==> config.mk <==
export PLATFORM = sky130hd
export DESIGN_NAME = otter_uart_tx_flat
export DESIGN_NICKNAME = d
export VERILOG_FILES = /design/src/rtl/otter_uart_pkg.sv /design/src/rtl/otter_uart_tx_if.sv /design/src/rtl/sync_fifo.sv /design/src/rtl/otter_uart_tx.sv /design/src/flat_wrapper.sv
export SDC_FILE = /design/constraint.sdc
export NUM_CORES = 1
export LEC_CHECK = 0
export BUFFER_PORTS_ARGS = -buffer_cell sky130_fd_sc_hd__buf_4
export CAP_MARGIN = 20
export CORE_MARGIN = 2
export CORE_UTILIZATION = 40
export DETAILED_ROUTE_END_ITERATION = 16
export GPL_TIMING_DRIVEN = 0
export SYNTH_ARGS = -nofsm -noshare
export SYNTH_HDL_FRONTEND = slang
export SYNTH_SLANG_ARGS = --single-unit
==> constraint.sdc <==
create_clock -name clk -period 8.1 [get_ports clk]
set_clock_uncertainty 0.15 [all_clocks]
set_input_delay 1.62 -clock clk [delete_from_list [all_inputs] [get_ports clk]]
set_output_delay 1.62 -clock clk [all_outputs]
set_load 0.01 [all_outputs]
==> src/rtl/otter_uart_pkg.sv <==
// Shared definitions for the OTTER UART: transmitter FSM states and baud divisor helper.
package otter_uart_pkg;

  localparam int unsigned DATA_W = 8;

  typedef enum logic [1:0] {IDLE, START, DATA, STOP} uart_tx_state_t;

  // Clocks per bit, rounded to nearest; also used by the receiver.
  function automatic int unsigned calc_div(input int unsigned clk_hz, input int unsigned baud);
    return (clk_hz + baud / 2) / baud;
  endfunction

endpackage

==> src/rtl/otter_uart_tx_if.sv <==
// MMIO write/status bundle between the OTTER bus and the UART transmitter.
interface otter_uart_tx_if;

  logic                              wr_en;
  logic [otter_uart_pkg::DATA_W-1:0] wr_data;
  logic                              full;
  logic                              empty;
  logic                              busy;
  logic                              overflow;
  logic                              tx;

  modport master (output wr_en, wr_data, input full, empty, busy, overflow, tx);
  modport slave  (input wr_en, wr_data, output full, empty, busy, overflow, tx);

endinterface

==> src/rtl/sync_fifo.sv <==
// Single-clock FIFO with count-derived registered full/empty; a pop frees room for a same-cycle push.
module sync_fifo #(
  parameter int unsigned WIDTH = 8,
  parameter int unsigned DEPTH = 8
) (
  input  logic             clk,
  input  logic             rst_n,
  input  logic             push,
  input  logic [WIDTH-1:0] wr_data,
  input  logic             pop,
  output logic [WIDTH-1:0] rd_data_c,
  output logic             full,
  output logic             empty,
  output logic             empty_nxt_c
);

  localparam int unsigned AW = $clog2(DEPTH);

  logic [WIDTH-1:0] mem [DEPTH];
  logic [AW-1:0]    wr_ptr;
  logic [AW-1:0]    rd_ptr;
  logic [AW:0]      count;
  logic [AW:0]      count_nxt;
  logic             do_push;
  logic             do_pop;

  always_comb begin
    do_pop    = pop && !empty;
    do_push   = push && (!full || do_pop);
    count_nxt = count;
    if (do_push && !do_pop) begin
      count_nxt = count + (AW+1)'(1);
    end else if (!do_push && do_pop) begin
      count_nxt = count - (AW+1)'(1);
    end
  end

  assign empty_nxt_c = (count_nxt == '0);
  assign rd_data_c   = mem[rd_ptr];

  always_ff @(posedge clk) begin
    if (!rst_n) begin
      wr_ptr <= '0;
      rd_ptr <= '0;
      count  <= '0;
      full   <= 1'b0;
      empty  <= 1'b1;
    end else begin
      if (do_push) wr_ptr <= wr_ptr + AW'(1);
      if (do_pop)  rd_ptr <= rd_ptr + AW'(1);
      count <= count_nxt;
      full  <= (count_nxt == (AW+1)'(DEPTH));
      empty <= (count_nxt == '0);
    end
  end

  // Storage is not reset; pointers alone define validity.
  always_ff @(posedge clk) begin
    if (do_push) mem[wr_ptr] <= wr_data;
  end

endmodule

==> src/rtl/otter_uart_tx.sv <==
// 8N1 UART transmitter: buffers MMIO byte writes in a FIFO and serialises them LSB first.
module otter_uart_tx
  import otter_uart_pkg::*;
#(
  parameter int unsigned CLK_HZ     = 100_000_000,
  parameter int unsigned BAUD       = 115_200,
  parameter int unsigned FIFO_DEPTH = 8
) (
  input  logic            clk,
  input  logic            rst_n,
  otter_uart_tx_if.slave  bus
);

  localparam int unsigned      DIV      = calc_div(CLK_HZ, BAUD);
  localparam int unsigned      CNT_W    = $clog2(DIV);
  localparam logic [CNT_W-1:0] CNT_LAST = CNT_W'(DIV - 1);

  uart_tx_state_t    state;
  logic [CNT_W-1:0]  cnt;
  logic [2:0]        bit_idx;
  logic [DATA_W-1:0] shift;
  logic              tx_q;
  logic              busy_q;
  logic              overflow_q;

  logic              bit_end_c;
  logic              pop_c;
  logic [DATA_W-1:0] head_c;
  logic              fifo_full;
  logic              fifo_empty;
  logic              fifo_empty_nxt_c;

  assign bit_end_c = (cnt == CNT_LAST);
  // Pop from idle, or on the last stop cycle to chain frames without a gap.
  assign pop_c     = !fifo_empty && ((state == IDLE) || ((state == STOP) && bit_end_c));

  sync_fifo #(
    .WIDTH (DATA_W),
    .DEPTH (FIFO_DEPTH)
  ) u_fifo (
    .clk         (clk),
    .rst_n       (rst_n),
    .push        (bus.wr_en),
    .wr_data     (bus.wr_data),
    .pop         (pop_c),
    .rd_data_c   (head_c),
    .full        (fifo_full),
    .empty       (fifo_empty),
    .empty_nxt_c (fifo_empty_nxt_c)
  );

  always_ff @(posedge clk) begin
    if (!rst_n) begin
      state      <= IDLE;
      cnt        <= '0;
      bit_idx    <= '0;
      shift      <= '0;
      tx_q       <= 1'b1;
      busy_q     <= 1'b0;
      overflow_q <= 1'b0;
    end else begin
      busy_q     <= 1'b1;
      overflow_q <= overflow_q | (bus.wr_en & fifo_full & ~pop_c);
      case (state)
        IDLE: begin
          cnt <= '0;
          if (!fifo_empty) begin
            shift <= head_c;
            tx_q  <= 1'b0;
            state <= START;
          end else begin
            tx_q   <= 1'b1;
            busy_q <= !fifo_empty_nxt_c;
          end
        end
        START: begin
          if (bit_end_c) begin
            cnt     <= '0;
            bit_idx <= '0;
            tx_q    <= shift[0];
            state   <= DATA;
          end else begin
            cnt <= cnt + CNT_W'(1);
          end
        end
        DATA: begin
          if (bit_end_c) begin
            cnt <= '0;
            if (bit_idx == 3'd7) begin
              tx_q  <= 1'b1;
              state <= STOP;
            end else begin
              bit_idx <= bit_idx + 3'd1;
              shift   <= shift >> 1;
              tx_q    <= shift[1];
            end
          end else begin
            cnt <= cnt + CNT_W'(1);
          end
        end
        STOP: begin
          if (bit_end_c) begin
            cnt <= '0;
            if (!fifo_empty) begin
              shift <= head_c;
              tx_q  <= 1'b0;
              state <= START;
            end else begin
              state  <= IDLE;
              busy_q <= !fifo_empty_nxt_c;
            end
          end else begin
            cnt <= cnt + CNT_W'(1);
          end
        end
        default: state <= IDLE;
      endcase
    end
  end

  assign bus.tx       = tx_q;
  assign bus.busy     = busy_q;
  assign bus.overflow = overflow_q;
  assign bus.full     = fifo_full;
  assign bus.empty    = fifo_empty;

endmodule
==> src/flat_wrapper.sv <==
// flat-port wrapper written by rule: the top's interface ports become plain ports
module otter_uart_tx_flat import otter_uart_pkg::*;
#(
  parameter int unsigned CLK_HZ     = 100_000_000,
  parameter int unsigned BAUD       = 115_200,
  parameter int unsigned FIFO_DEPTH = 8
)
  (clk, rst_n, bus_wr_en, bus_wr_data, bus_full, bus_empty, bus_busy, bus_overflow, bus_tx);
  otter_uart_tx_if bus_i ();
  input  logic clk;
  input  logic rst_n;
  input wire logic [$bits(bus_i.wr_en)-1:0] bus_wr_en;
  input wire logic [$bits(bus_i.wr_data)-1:0] bus_wr_data;
  output wire logic [$bits(bus_i.full)-1:0] bus_full;
  output wire logic [$bits(bus_i.empty)-1:0] bus_empty;
  output wire logic [$bits(bus_i.busy)-1:0] bus_busy;
  output wire logic [$bits(bus_i.overflow)-1:0] bus_overflow;
  output wire logic [$bits(bus_i.tx)-1:0] bus_tx;
  assign bus_i.wr_en = bus_wr_en;
  assign bus_i.wr_data = bus_wr_data;
  assign bus_full = bus_i.full;
  assign bus_empty = bus_i.empty;
  assign bus_busy = bus_i.busy;
  assign bus_overflow = bus_i.overflow;
  assign bus_tx = bus_i.tx;
  otter_uart_tx #(.CLK_HZ(CLK_HZ), .BAUD(BAUD), .FIFO_DEPTH(FIFO_DEPTH)) u_core (.clk(clk), .rst_n(rst_n), .bus(bus_i));
endmodule
==> results of run 1 <==
metrics by stage:
step                      instances  hold WS, ns  power, uW
final                           515        0.314       1510
after global routing            515        0.338       1600
after CTS                       515        0.323       1530
after detailed placement        500        0.303       1110
after global placement          498        0.293       1100
after floorplan                 343        0.276       1000
logic make-up after synthesis:
| kind of cell | Yosys count |
|---|---|
| AOI/OAI and AO/OA | 54 |
| xor gates and xnor gates | 13 |
| adders and majority gates | 12 |
| buffers and inverters | 22 |
| DFF | 105 |
| muxes | 29 |
| and+or+nand+nor | 108 |
layout make-up:
class,instances,area [um^2]
Buffer,14,67.6
Clock buffer,9,225
Clock inverter,6,57.6
Fill cell,966,5840
Inverter,8,30.0
Multi-Input combinational cell,216,1670
Sequential cell,105,2740
Tap cell,140,175
Timing Repair Buffer,17,123
critical path, delay by kind of cell (launching register included):
family | cells | cell delay (ns)
and+or+nand+nor | 4 | 1.66
AOI/OAI and AO/OA | 1 | 0.24
buffers and inverters | 1 | 0.16
adders and majority gates | 1 | 0.22
DFF | 1 | 0.37
cells in the final DEF, fill, tap and decap left out, types with 2 or more instances in the layout:
master / count
sky130_fd_sc_hd__edfxtp_1: 64
sky130_fd_sc_hd__dfxtp_1: 41
sky130_fd_sc_hd__nor2_1: 38
sky130_fd_sc_hd__nand2_1: 30
sky130_fd_sc_hd__a21oi_1: 17
sky130_fd_sc_hd__o21ai_0: 17
sky130_fd_sc_hd__buf_4: 16
sky130_fd_sc_hd__mux4_2: 16
sky130_fd_sc_hd__ha_1: 12
sky130_fd_sc_hd__mux2i_1: 11
sky130_fd_sc_hd__clkbuf_16: 9
sky130_fd_sc_hd__inv_1: 8
sky130_fd_sc_hd__nand2b_1: 8
sky130_fd_sc_hd__nand3_1: 8
sky130_fd_sc_hd__clkbuf_1: 7
sky130_fd_sc_hd__xor2_1: 6
sky130_fd_sc_hd__xnor2_1: 6
sky130_fd_sc_hd__buf_2: 5
sky130_fd_sc_hd__nor3_1: 4
sky130_fd_sc_hd__or3_1: 3
sky130_fd_sc_hd__and3_1: 3
sky130_fd_sc_hd__inv_8: 3
sky130_fd_sc_hd__nand3b_1: 2
sky130_fd_sc_hd__buf_1: 2
sky130_fd_sc_hd__nor2b_1: 2
sky130_fd_sc_hd__mux2_2: 2
sky130_fd_sc_hd__o21ai_1: 2
sky130_fd_sc_hd__clkinvlp_4: 2
flip-flops by register name (all words and copies together) (netlist names), named ones only:
signal	cells
u_core.bit_idx	3
u_core.bus.busy	1
u_core.bus.overflow	1
u_core.bus.tx	1
u_core.cnt	10
u_core.shift	8
u_core.state	2
u_core.u_fifo.count	4
u_core.u_fifo.empty	1
u_core.u_fifo.full	1
u_core.u_fifo.mem	64
u_core.u_fifo.rd_ptr	3
u_core.u_fifo.wr_ptr	3
worst max path at each step:
stage / startpoint / to / slack, ns / cells after the start
final: u_core.cnt[0] / u_core.u_fifo.mem[7][4] / 4.95 / 7
after detailed placement: bus_wr_en / u_core.u_fifo.mem[5][4] / 4.62 / 5
after CTS: u_core.cnt[0] / u_core.u_fifo.mem[5][4] / 4.88 / 7
after global routing: u_core.state[1] / u_core.u_fifo.mem[2][0] / 4.75 / 7
after global placement: bus_wr_en / u_core.u_fifo.mem[0][4] / 4.27 / 5
after floorplan: bus_wr_en / u_core.u_fifo.mem[0][0] / 4.95 / 4
power by group:
| group | switching (uW) | leakage [uW] | internal [uW] |
|---|---|---|---|
| Clock | 201 | 0.000134 | 214 |
| Sequential | 30.5 | 0.000915 | 621 |
| Combinational | 247 | 0.000671 | 195 |
layer usage:
layer	track usage	wire [um]
met5	0	0
met4	0.0589	116
met3	0.0359	205
met2	0.249	3840
met1	0.190	3760
==> impl_metrics.yaml, run 1 <==
grt:
  first_global_vias: 2744
  grt_usage: 0.150
  antenna_found_initial: 0
  grt_pass1_wl_mm: 13.5
  grt-ovfl-total: 0
  grt_max_degree: 20
die:
  die_boundary_width_um: 110
  fp.dieArea_um2: 12100
  die-height_um: 110
  core_region_area_um2: 10900
  floorplan.initialDensity: 0.412
  num_rows: 38
  ios: 16
worst_setup_path:
  worst_setup_path_category: "reg2reg"
  critical_path.startpoint_type: "register"
  worst_r2r_setup_slack_ns: 4.95
  reg2reg_from: "u_core.cnt[0]"
  endpoint_kind: "register"
  cp.required_ns: 7.92
  reg2regPathDepth: 7
  r2r_end: "u_core.u_fifo.mem[7][4]"
  crit_slowest_cell: "sky130_fd_sc_hd__nor2_1"
  arrival_ns: 2.98
  slowest_delay_ns: 0.67
  path_cells: "ha_1, or3b_4, or4_4, buf_6, a31oi_4, nand2_1, nor2_1"
  critPathMaxFanout: 8
clocking:
  h-tree-depth: 3
  cts_buffers: 9
  cts_hold_buffers: 0
  path_clk_slew_ns: 0.07
  clkSinkCount: 105
  cts-resized-gates: 0
  buffer_depth_of_the_longest_clock_path: 2
  clock_latency_ns: 0.35
  clock-root-buffer: "sky130_fd_sc_hd__clkbuf_16"
  postCtsSetupBuffers: 0
  cts_tree: "yes"
synth:
  synthesis.yosys.warnings: 0
  postSynthRegisterBits: 105
  yosys.cell_count.top_type: "sky130_fd_sc_hd__edfxtp_1"
  synth-edff-count: 64
  yosys-top-cells-count: "64 x sky130_fd_sc_hd__edfxtp_1, 41 x sky130_fd_sc_hd__dfxtp_1, 38 x sky130_fd_sc_hd__nor2_1"
  avgSynthCellArea_um2: 13.2
  synthDominantCellAreaShare: 0.426
  synth_top_family_by_area: "simple AND/OR/NAND/NOR gates"
  synthAdderAreaFrac: 0.0333
  area_share_of_and_or_nand_nor_cells_after_synthesis: 0.118
  muxShareOfSynthArea: 0.109
  post-synth-top-area-cell: "sky130_fd_sc_hd__edfxtp_1"
  postSynth.asyncResetShare: 0
  synth_fp_nets: 366
  synth-xor-area-share: 0.0269
  synth_top_flop_cell: "sky130_fd_sc_hd__edfxtp_1"
  synth.distinct_cells: 55
  synth_cell_area_um2: 4510
  synth-seq-area-share: 0.608
  synth_compound_area_frac: 0.0829
  ys_top_cells_by_area: "sky130_fd_sc_hd__edfxtp_1 43%, sky130_fd_sc_hd__dfxtp_1 18%, sky130_fd_sc_hd__mux4_2 8.0%"
  syn-instance-count: 343
sta:
  fin_crit_ns: 3.15
  timing_worst_slew_pin_value_ns: 0.831
  final.period_utilization: 0.389
  timing.final.setup_violations: 0
  finalHoldViolCount: 0
  highest_achievable_clock_rate_mhz: 317
  final.setup.worst_slack_ns: 4.95
  final_max_slew_viol_count: 0
  sum_of_negative_setup_slack_ns: 0
  max_slew_margin: 0.444
  rsz0062_at_grt: "false"
power_and_ir_drop:
  ir_drop_mv: 0.158
  p_leak_uw: 0.00172
  cellPowerDensity_nw_per_um2: 296
layout:
  finish.instance_area_um2: 5090
  n_antenna_cell: 0
  drive_gt1_frac: 0.184
  area_growth_syn_to_layout_pct: 12.9
  final_core_util: 0.466
  final_nets: 394
routing:
  drt_pre_antenna_iters: 4
  number_of_antenna_violating_nets_in_the_routed_design: 0
  drt_drc_violations_left: 0
  routed_wire_length_per_instance_um: 15.4
  vias: 2634
  vias_per_cell: 5.11
  drt_iter0_markers: 104
  drt_wl_total_mm: 7.92
placement:
  post-place-ws_ns: 4.62
  portBuffers: 15
  postPlaceCellArea_um2: 4810
  place.detailed.hpwl_mm: 5.54
  finalWeightedCongestion: 0.757
worst_hold_path:
  hold_class: "reg2reg"
  min_to: "u_core.cnt[0]"
  hold_depth: 1
  worst_hold_startpoint: "u_core.cnt[0]"
flow_run:
  drv.max_cap_violation_count: 0
status:
  outcome: "finished, final reports clean"
Note: power is estimated with default switching activity, not from simulation.
==> run 2, diff against run 1 <==
clock period = 3 ns   (was 8.1 ns; I/O delays follow)
==> impl_metrics.yaml, run 2 (synthesis results as in run 1) <==
sta:
  final_max_slew_viol_count: 0
  max_slew_margin: 0.550
  fin_hold_ws_ns: 0.314
  fin_crit_ns: 2.92
  sum_of_negative_setup_slack_ns: 0
  finalHoldViolCount: 0
  rsz0062_at_grt: "true"
  timing_worst_slew_pin_value_ns: 0.674
  final.period_utilization: 0.974
  highest_achievable_clock_rate_mhz: 342
  final.setup.worst_slack_ns: 0.0795
  timing.final.setup_violations: 0
routing:
  drt_pre_antenna_iters: 4
  drt_iter0_markers: 105
  drt_wl_total_mm: 7.96
  vias_per_cell: 5.10
  vias: 2624
  routed_wire_length_per_instance_um: 15.5
  drt_drc_violations_left: 0
  number_of_antenna_violating_nets_in_the_routed_design: 0
layout:
  final_core_util: 0.473
  mostFrequentLayoutCell: "sky130_fd_sc_hd__edfxtp_1"
  reg_top3: "u_core.u_fifo.mem: 64 flops, u_core.cnt: 10 flops, u_core.shift: 8 flops"
  register_with_the_most_flip_flops: "u_core.u_fifo.mem"
  layout_common_cells: "64 x sky130_fd_sc_hd__edfxtp_1, 41 x sky130_fd_sc_hd__dfxtp_1, 32 x sky130_fd_sc_hd__nor2_1"
  drive_gt1_frac: 0.213
  finish.instance_area_um2: 5170
  final_nets: 394
  n_antenna_cell: 0
  largest_register_ff_count: 64
  area_growth_syn_to_layout_pct: 14.6
die:
  fp.dieArea_um2: 12100
  num_rows: 38
  die-height_um: 110
  core_region_area_um2: 10900
  floorplan.initialDensity: 0.412
  die_boundary_width_um: 110
  ios: 16
worst_setup_path:
  r2r_end: "u_core.u_fifo.mem[0][2]"
  critical_path.startpoint_type: "register"
  cp.required_ns: 2.91
  reg2regPathDepth: 8
  worst_setup_path_category: "reg2reg"
  worst-path-buf-inv: 2
  slowest_delay_ns: 0.43
  cp_top_family: "simple AND/OR/NAND/NOR gates"
  critPathMaxFanout: 6
  crit_slowest_cell: "sky130_fd_sc_hd__or4_4"
  arrival_ns: 2.83
  endpoint_kind: "register"
  reg2reg_from: "u_core.cnt[0]"
  path_cells: "ha_1, or3b_4, or4_4, buf_6, a31oi_4, nand2b_2, nor3_4, buf_4"
  worst_r2r_setup_slack_ns: 0.08
worst_hold_path:
  hold_depth: 1
  min_to: "u_core.cnt[0]"
  worst_hold_startpoint: "u_core.cnt[0]"
  hold_class: "reg2reg"
placement:
  finalWeightedCongestion: 0.757
  place.detailed.hpwl_mm: 5.54
  portBuffers: 15
  postPlaceCellArea_um2: 4810
  post-place-ws_ns: -0.191
grt:
  antenna_found_initial: 0
  grt-ovfl-total: 0
  grt_usage: 0.150
  first_global_vias: 2745
  grt_max_degree: 20
  grt_pass1_wl_mm: 13.5
clocking:
  cts_hold_buffers: 0
  cts_buffers: 9
  h-tree-depth: 3
  cts_tree: "yes"
  buffer_depth_of_the_longest_clock_path: 2
  clkSinkCount: 105
  path_clk_slew_ns: 0.07
  clock_latency_ns: 0.35
  clock-root-buffer: "sky130_fd_sc_hd__clkbuf_16"
power_and_ir_drop:
  p_leak_uw: 0.00172
  power.internal_uw: 2790
  ir_drop_mv: 0.426
  share_clk_of_total_power: 0.274
  swShare: 0.319
  cellPowerDensity_nw_per_um2: 791
  p_switching_uw: 1300
  combinationalPowerShare: 0.295
  seqPwrFrac: 0.430
flow_run:
  drv.max_cap_violation_count: 0
status:
  outcome: "finished, final reports clean"
-- run 2: cell types whose count changed in the layout (fill, tap and decap cells not counted) --
cell	before	now
sky130_fd_sc_hd__buf_4	16	18
sky130_fd_sc_hd__nand2b_2	0	1
sky130_fd_sc_hd__nor3_1	4	2
sky130_fd_sc_hd__ha_2	0	1
sky130_fd_sc_hd__nor2_4	1	7
sky130_fd_sc_hd__nand2b_1	8	7
sky130_fd_sc_hd__nor2_1	38	32
sky130_fd_sc_hd__nor3_4	0	2
sky130_fd_sc_hd__ha_1	12	11
sky130_fd_sc_hd__buf_2	5	3
sky130_fd_sc_hd__nand2_1	30	29
sky130_fd_sc_hd__nand2_2	1	2
-- run 2: area by class of cell --
class	count	area, um^2
Tap cell	140	175
Inverter	8	30.0
Clock inverter	6	57.6
Multi-Input combinational cell	216	1750
Sequential cell	105	2740
Clock buffer	9	225
Timing Repair Buffer	17	128
Buffer	14	67.6
Fill cell	963	5760
-- run 2: worst max path at each step --
stage	startpoint	end	slack, ns	cells past startpoint
final	u_core.cnt[0]	u_core.u_fifo.mem[0][2]	0.08	8
after global routing	u_core.cnt[0]	u_core.u_fifo.mem[0][2]	-0.05	8
after CTS	u_core.cnt[0]	u_core.u_fifo.mem[6][3]	-0.18	7
after detailed placement	u_core.cnt[0]	u_core.u_fifo.mem[5][4]	-0.19	7
after global placement	u_core.cnt[0]	u_core.u_fifo.mem[0][4]	-0.54	7
after floorplan	u_core.cnt[0]	u_core.u_fifo.mem[0][0]	0.04	7
-- run 2: what timing repair did --
| item | CTS | global route |
|---|---|---|
| gates resized for setup | 5 | 18 |
| cloned | 0 | 0 |
| setup buffers | 0 | 0 |
| setup endpoints to repair | 60 | 62 |
-- run 2: per-stage QoR --
| stage | cells | power, uW |
|---|---|---|
| floorplan | 343 | 2700 |
| global placement | 498 | 2970 |
| detailed placement | 500 | 2990 |
| CTS | 515 | 4120 |
| global route | 515 | 4350 |
| finish | 515 | 4090 |
-- run 2: routing by layer --
layer	up-vias	global-route usage	part of all wire
li1	1321	-	-
met1	1270	0.189	0.48
met2	22	0.249	0.48
met3	11	0.0359	0.024
met4	0	0.0589	0.016
met5	-	0	0
-- run 2: power groups by stage --
stage               Combinational [uW]  Sequential (uW)  Clock, uW
global route                      1350             1780       1220
CTS                               1210             1760       1160
detailed placement                1200             1790          0
floorplan                          921             1780          0
finish                            1210             1760       1120
global placement                  1180             1790          0
